[src/rtl/seg7_bcd_reader.sv]
// Reads back a multiplexed 7-segment display: synchronizes segment/digit_sel,
// waits for a stable pattern, and decodes it into one hex register per digit.
module seg7_bcd_reader #(
    parameter int unsigned NUM_DIGITS    = 4,
    parameter int unsigned STABLE_CYCLES = 4
) (
    input  logic                      clk,
    input  logic                      rst_n,
    input  logic [6:0]                segment,
    input  logic [NUM_DIGITS-1:0]     digit_sel,
    output logic [4*NUM_DIGITS-1:0]   bcd_out,
    output logic [NUM_DIGITS-1:0]     digit_valid,
    output logic                      frame_done,
    output logic                      err
);

    typedef enum logic {
        SETTLE,
        HOLD
    } state_t;

    // The mismatch is seen one edge after the pair lands in stage 2, so the
    // capture compares against STABLE_CYCLES-2 to keep the overall latency at
    // STABLE_CYCLES+2 edges from the input change.
    localparam logic [7:0]            CAP_CNT  = 8'(STABLE_CYCLES - 2);
    localparam logic [NUM_DIGITS-1:0] SEL_ONE  = NUM_DIGITS'(1);
    localparam logic [NUM_DIGITS-1:0] ALL_SEEN = '1;

    logic [NUM_DIGITS-1:0] sel_s1, sel_s2, sel_prev;
    logic [6:0]            seg_s1, seg_s2, seg_prev;
    logic [7:0]            cnt;
    state_t                state;
    logic [NUM_DIGITS-1:0] seen;
    logic [NUM_DIGITS-1:0] seen_next;
    logic                  pair_changed;
    logic                  sel_onehot;
    logic [3:0]            dec_code;
    logic                  dec_hit;

    assign pair_changed = (sel_s2 != sel_prev) || (seg_s2 != seg_prev);
    assign sel_onehot   = (sel_s2 != '0) && ((sel_s2 & (sel_s2 - SEL_ONE)) == '0);
    assign seen_next    = seen | sel_s2;

    always_comb begin
        dec_code = '0;
        dec_hit  = 1'b1;
        case (seg_s2)
            7'h7E: dec_code = 4'h0;
            7'h30: dec_code = 4'h1;
            7'h6D: dec_code = 4'h2;
            7'h79: dec_code = 4'h3;
            7'h33: dec_code = 4'h4;
            7'h5B: dec_code = 4'h5;
            7'h5F: dec_code = 4'h6;
            7'h70: dec_code = 4'h7;
            7'h7F: dec_code = 4'h8;
            7'h7B: dec_code = 4'h9;
            7'h77: dec_code = 4'hA;
            7'h1F: dec_code = 4'hB;
            7'h4E: dec_code = 4'hC;
            7'h3D: dec_code = 4'hD;
            7'h4F: dec_code = 4'hE;
            7'h47: dec_code = 4'hF;
            default: dec_hit = 1'b0;
        endcase
    end

    always_ff @(posedge clk or negedge rst_n) begin
        if (!rst_n) begin
            sel_s1      <= '0;
            sel_s2      <= '0;
            sel_prev    <= '0;
            seg_s1      <= '0;
            seg_s2      <= '0;
            seg_prev    <= '0;
            cnt         <= '0;
            state       <= SETTLE;
            seen        <= '0;
            bcd_out     <= '0;
            digit_valid <= '0;
            frame_done  <= 1'b0;
            err         <= 1'b0;
        end else begin
            sel_s1     <= digit_sel;
            sel_s2     <= sel_s1;
            sel_prev   <= sel_s2;
            seg_s1     <= segment;
            seg_s2     <= seg_s1;
            seg_prev   <= seg_s2;
            err        <= 1'b0;
            frame_done <= 1'b0;

            if (pair_changed) begin
                cnt   <= '0;
                state <= SETTLE;
            end else if (state == SETTLE) begin
                if (cnt == CAP_CNT) begin
                    state <= HOLD;
                    if (sel_s2 != '0) begin
                        if (!sel_onehot) begin
                            err <= 1'b1;
                        end else begin
                            for (int unsigned i = 0; i < NUM_DIGITS; i++) begin
                                if (sel_s2[i]) begin
                                    bcd_out[4*i +: 4] <= dec_hit ? dec_code : 4'h0;
                                    digit_valid[i]    <= dec_hit;
                                end
                            end
                            if (!dec_hit && (seg_s2 != '0))
                                err <= 1'b1;
                            if (seen_next == ALL_SEEN) begin
                                frame_done <= 1'b1;
                                seen       <= '0;
                            end else begin
                                seen <= seen_next;
                            end
                        end
                    end
                end else begin
                    cnt <= cnt + 8'd1;
                end
            end
        end
    end

endmodule

[config.mk]
export PLATFORM = sky130hd
export DESIGN_NAME = seg7_bcd_reader
export DESIGN_NICKNAME = d
export VERILOG_FILES = /design/src/rtl/seg7_bcd_reader.sv
export SDC_FILE = /design/constraint.sdc
export NUM_CORES = 1
export LEC_CHECK = 0
export CAP_MARGIN = 40
export CORE_MARGIN = 8
export CORE_UTILIZATION = 50
export DETAILED_ROUTE_END_ITERATION = 7
export PLACE_DENSITY = 0.76
export SLEW_MARGIN = 10
export SYNTH_ARGS = -nofsm -noshare
export SYNTH_HDL_FRONTEND = slang
export SYNTH_SLANG_ARGS = --single-unit
[constraint.sdc]
create_clock -name clk -period 2.3 [get_ports clk]
set_input_delay 0.23 -clock clk [delete_from_list [all_inputs] [get_ports clk]]
set_output_delay 0.23 -clock clk [all_outputs]
set_load 0.005 [all_outputs]
==> results of run 1 <==
## metrics by stage
stage          instance area [µm²]  TNS, ps  std cells
2_1_floorplan                 2920        0        231
3_3_place_gp                  3400        0        343
3_5_place_dp                  3400     -199        343
4_1_cts                       3590        0        359
5_1_grt                       3600     -436        359
6_report                      3600        0        359
## flip-flops by register name, indices dropped and copies added, names as in the netlist, 4 cells and up
register	cells
bcd_out	16
cnt	8
digit_valid	4
seen	4
seg_prev	7
seg_s1	7
seg_s2	7
sel_prev	4
sel_s1	4
sel_s2	4
## worst paths after layout
check	start	endpoint	slack, ps	cells past startpoint
max	cnt[0]	bcd_out[13]	70	7
min	digit_sel[1]	sel_s1[1]	320	1
max reg2reg	cnt[0]	bcd_out[13]	70	7
min reg2reg	sel_s1[0]	sel_s2[0]	350	0
max in group asynchronous	rst_n	cnt[0]	1270	3
min in group asynchronous	rst_n	bcd_out[5]	420	2
## kinds of logic after synthesis
family | after synthesis
simple gates | 74
buf+inv | 17
mux | 20
compound gates | 30
flops | 68
fa+ha+maj | 2
xor+xnor | 20
## Yosys cell counts (2+ instances only)
master | number | area, µm²
mux2_2 | 10 | 113
o211ai_1 | 4 | 30.0
or3_1 | 2 | 12.5
o21ai_0 | 4 | 20.0
clkbuf_1 | 7 | 26.3
ha_1 | 2 | 25.0
nor2_1 | 15 | 56.3
xor2_1 | 7 | 61.3
buf_6 | 4 | 45.0
nand3_1 | 7 | 35.0
buf_2 | 2 | 10.0
xnor2_1 | 13 | 114
and3_1 | 2 | 12.5
nor2b_1 | 2 | 12.5
or3b_2 | 2 | 17.5
inv_1 | 4 | 15.0
nor3_1 | 4 | 20.0
dfrtp_1 | 68 | 1700
a21oi_1 | 13 | 65.1
mux2_4 | 10 | 150
nand4b_1 | 3 | 26.3
nand2b_1 | 4 | 25.0
o22ai_1 | 3 | 18.8
nor4_1 | 3 | 18.8
or4_1 | 2 | 15.0
a211oi_1 | 2 | 15.0
or2_2 | 3 | 18.8
or4b_1 | 2 | 20.0
nand2_1 | 7 | 26.3
nand4_1 | 4 | 25.0
nand3b_1 | 3 | 22.5
## cells in the final DEF, fill, tap and decap left out, types with 2 or more instances in the layout
cell type        synthesis  final
clkbuf_8                 0     10
mux2_4                  10     10
a21oi_1                 13     13
o21ai_0                  4      4
nor2b_1                  2      2
o22ai_1                  3      3
nand2b_1                 4      4
and3_1                   2      2
buf_4                    0     15
or2_2                    3      3
inv_1                    4      4
or4_1                    2      2
nand4b_1                 3      3
nand3_1                  7      7
nand2_1                  7      7
xor2_1                   7      7
clkbuf_1                 7      3
dfrtp_1                 68     68
clkdlybuf4s50_1          0     33
nand3b_1                 3      3
nand4_1                  4      4
or3b_2                   2      2
nor4_1                   3      3
o211ai_1                 4      4
xnor2_1                 13     13
nor2_1                  15     15
nor3_1                   4      4
mux2_2                  10     10
ha_1                     2      2
or3_1                    2      2
a211oi_1                 2      2
## metal layers
metal | wire length, µm | GRT usage, % | part of all wire [%]
met1 | 2570 | 17.7 | 46
met2 | 2630 | 21.0 | 47
met3 | 290 | 5.26 | 5.2
met4 | 78 | 7.65 | 1.4
met5 | 0 | 0 | 0
## cell type report
cell class	count	share of cell area [%]
clock buffers	13	4.13
clock inverters	2	0.972
inverters	4	0.417
multi-input cells	146	31.4
flip-flops and latches	68	47.2
well taps	75	2.60
repair buffers	51	13.3
## worst max-delay path: stages, from the launching register on
cell      delay, ps
dfrtp_1         380
inv_1            60
ha_1            150
nor4b_4         260
nand4b_4        170
nor4_2          190
or4b_4          580
mux2_4          330
## power breakdown
group | switching [W] | total, W | internal (W)
combinational | 0.0000830 | 0.000151 | 0.0000680
sequential | 0.0000166 | 0.00124 | 0.00123
clock | 0.000416 | 0.000940 | 0.000524
## timing repair
action,in CTS,in global routing
pin swaps,0,0
setup endpoints to repair,5,10
cloned,0,0
setup buffers,0,0
gates resized for setup,1,1
endpoints found under the hold margin,25,0
hold buffers,1,0
==> flow_summary.toml, run 1 <==
[setup_path]
critPathKind = "reg2reg"
cp.required_ps = 2520
path_max_fanout = 6
end_kind = "flop"
cp.arrival_ps = 2450
critPathLaunchType = "flop"

[synthesis]
syn_nets = 246
synth_mux_area_share_pct = 9.01
ys_ff_latch = 68
yosysWarnings = 0
synth_area_mm2 = 0.00292
post_synth_xor_area_fraction_pct = 6.01
syn_area_per_cell_um2 = 12.6
synth-edff-count = 0
yosys.area_share.simple_pct = 16.2
syn_inst = 231
synth_top_family_by_area = "simple AND/OR/NAND/NOR gates"
ys_types = 44
seq_area_frac_synth_pct = 58.3
async_reset_ff_share_pct = 100
synth-compound-area-share_pct = 6.31
ys.flop_type = "dfrtp_1"
synthAdderAreaFrac_pct = 0.858

[cells_and_area]
utilization_pct = 62.3
final_nets = 295
drive_gt1_share_pct = 20.8
ff_latch_area_mm2 = 0.00170
area_delta_synth_final_pct = 23.6
multi_input_area_mm2 = 0.00113
fillers = 459
diodes = 0

[drt]
postRouteAntennaNets = 0
dr.pass1.iters = 4
vias = 1910
drt_iter0_markers = 106
wl_per_cell_um = 15.5
route.detailed.drc = 0
vias_per_cell = 5.32
totalWireLength_um = 5560

[sta]
rsz0062_at_grt = "yes"
finalSetupViolations = 0
fmax_ghz = 0.448
whs_ps = 319
max_slew_margin_pct = 60.2
timing.final.crit_share_pct = 97.0
post-route-min-period_ps = 2230
drv_slew = 0
setup_slack_ps = 69.1
fin_skew_ps = 9.31
tightest_slew_ps = 597
hold_violations = 0

[floorplanning]
initial_core_util_pct = 50.5
dieArea_mm2 = 0.00853
core_mm2 = 0.00578
die-height_um = 92.4
rows = 28
chipWidth_um = 92.4
ios = 35

[clocking]
clk_path_buf_depth = 2
cts_tree = "built"
cts.sinks = 68
clk_latency_ps = 340
cts_max_level = 3
cts_made_buffers = 9
clk_pin_slew_ps = 70
cts-root-buf = "clkbuf_8"

[grt]
overflow = 0
grtUsageTotal_pct = 14.2
antenna_found_initial = 0
grt_pass1_wl_um = 9450
grt_pass1_vias = 1978
grt_max_degree = 44

[status]
status = "completed"

[power_and_ir_drop]
p_leak_nw = 1.57
ir_worst_vdd_mv = 0.518
power_w = 0.00233
p_per_area_mw_per_mm2 = 648

[place]
dp_hpwl_um = 3970
gp_congestion = 0.857
io_buffers = 34
pre_cts_slack_ps = -49.9

[job]
max_cap_violations = 0

[hold_path]
min_path_type = "in2reg"
(Power assumes the default switching activity.)
==> run 2: changes to the inputs <==
--- a/config.mk
+++ b/config.mk
@@ -5,11 +5,11 @@
 export SDC_FILE = /design/constraint.sdc
 export NUM_CORES = 1
 export LEC_CHECK = 0
-export CAP_MARGIN = 40
+export CAP_MARGIN = 20
 export CORE_MARGIN = 8
-export CORE_UTILIZATION = 50
+export CORE_UTILIZATION = 55
 export DETAILED_ROUTE_END_ITERATION = 7
-export PLACE_DENSITY = 0.76
+export PLACE_DENSITY = 0.79
 export SLEW_MARGIN = 10
 export SYNTH_ARGS = -nofsm -noshare
 export SYNTH_HDL_FRONTEND = slang
==> constraint.sdc (replaced) <==
create_clock -name clk -period 2.25 [get_ports clk]
set_input_delay 0.225 -clock clk [delete_from_list [all_inputs] [get_ports clk]]
set_output_delay 0.225 -clock clk [all_outputs]
set_load 0.005 [all_outputs]
==> flow_summary.toml, run 2 (synthesis gave the netlist of run 1 again) <==
[grt]
grt_pass1_vias = 1986
grt_pass1_wl_um = 9600
grt_max_degree = 26
overflow = 0
antenna_found_initial = 0
grtUsageTotal_pct = 16.2

[floorplanning]
initial_core_util_pct = 57.1
dieArea_mm2 = 0.00789
ios = 35
rows = 26
die-height_um = 88.8
core_mm2 = 0.00511
chipWidth_um = 88.8

[power_and_ir_drop]
combPwrFrac_pct = 6.6
seqPwrFrac_pct = 53.0
p_leak_nw = 1.61
clkPwrFrac_pct = 40.4
p_sw_w = 0.000511
ir_worst_vdd_mv = 0.493
swShare_pct = 21.4
intPower_w = 0.00188
p_per_area_mw_per_mm2 = 657

[cells_and_area]
area_delta_synth_final_pct = 24.8
final_cell_mix = "68 x dfrtp_1, 33 x clkdlybuf4s50_1, 20 x buf_4, 15 x nor2_1"
diodes = 0
final_nets = 299
top_regs = "bcd_out (16), cnt (8)"
stdcell_count = 357
final_common_cell = "dfrtp_1"
fillers = 368
drive_gt1_share_pct = 23.0
regMostFlops = "bcd_out"
largest_reg_flops = 16

[clocking]
cts-root-buf = "clkbuf_8"
cts.sinks = 68
clk_path_buf_depth = 2
clk_pin_slew_ps = 70
clk_latency_ps = 330
cts_setup_buffers = 0
cts_tree = "built"
cts_made_buffers = 9
cts_max_level = 3

[drt]
wl_per_cell_um = 15.7
vias_per_cell = 5.30
totalWireLength_um = 5620
postRouteAntennaNets = 0
drt_iter0_markers = 87
vias = 1893
route.detailed.drc = 0
dr.pass1.iters = 4

[sta]
tightest_slew_ps = 648
max_slew_margin_pct = 56.4
post-route-min-period_ps = 2190
fin_skew_ps = 5.89
rsz0062_at_grt = "yes"
whs_ps = 332
hold_violations = 0
finalSetupViolations = 0
drv_slew = 0
setup_slack_ps = 64.9
timing.final.crit_share_pct = 97.1
fmax_ghz = 0.458

[setup_path]
slowest_delay_ps = 470
path_max_fanout = 6
critPathKind = "reg2reg"
end_kind = "flop"
cp_num_buf_inv = 0
critPathLaunchType = "flop"
crit_chain = "xnor2_1 -> nand4_1 -> or3_1 -> or3_4 -> mux2_4"
cp.arrival_ps = 2400
crit_family = "simple AND/OR/NAND/NOR gates"
worst_path_max_delay_cell = "or3_4"
regToRegSetupSlack_ps = 60
cp.required_ps = 2460
worst-path-stages = 5
reg2reg_depth = 5

[hold_path]
min_path_type = "in2reg"
holdPathStages = 1

[place]
io_buffers = 34
gp_congestion = 0.890
dp_hpwl_um = 3950
place_inst = 342
pre_cts_slack_ps = 0.198

[job]
max_cap_violations = 0

[status]
status = "completed"
==> run 2: metal layers <==
layer / track usage, % / share of wire, % / vias to the layer above
met3: 3.53 / 4.2 / 6
met5: 0 / 0 / -
met1: 20.7 / 47 / 920
met2: 24.6 / 47 / 47
li1: - / - / 920
met4: 9.37 / 1.3 / 0
==> run 2: repair_timing <==
item / 4_1_cts / 5_1_grt
hold endpoints to repair: 23 / 0
hold buffers: 1 / 0
pin swaps: 0 / 1
resized for setup: 1 / 4
endpoints found under the setup margin: 5 / 15
==> run 2: final timing paths <==
| path | startpoint | to |
|---|---|---|
| max reg2reg | sel_s2[1] | bcd_out[1] |
| min reg2reg | sel_s1[3] | sel_s2[3] |
| min | segment[6] | seg_s1[6] |
| max in group asynchronous | rst_n | sel_s2[0] |
| max | sel_s2[1] | bcd_out[1] |
| min in group asynchronous | rst_n | bcd_out[12] |
==> run 2: power groups by stage <==
stage               Clock [W]  Sequential [W]  Combinational (W)
global route          0.00104         0.00127           0.000175
floorplan                   0         0.00129          0.0000792
global placement            0         0.00129           0.000149
CTS                  0.000986         0.00127           0.000156
finish               0.000966         0.00127           0.000157
detailed placement          0         0.00129           0.000154
==> run 2: cell type report <==
class	instances	area [µm²]	share of cell area [%]
multi-input cells	146	1150	31.6
well taps	70	87.6	2.41
clock buffers	12	155	4.26
inverters	4	15.0	0.412
clock inverters	2	35.0	0.962
repair buffers	55	495	13.6
flip-flops and latches	68	1700	46.7
==> run 2: metrics by stage <==
| stage | power, W | instance area, µm² | TNS (ps) | utilization (%) |
|---|---|---|---|---|
| global placement | 0.00144 | 3410 | 0 | 66.7 |
| finish | 0.00239 | 3640 | 0 | 71.3 |
| global route | 0.00249 | 3640 | -271 | 71.3 |
| CTS | 0.00241 | 3610 | 0 | 70.7 |
| floorplan | 0.00137 | 2920 | 0 | - |
| detailed placement | 0.00145 | 3410 | 0 | 66.7 |
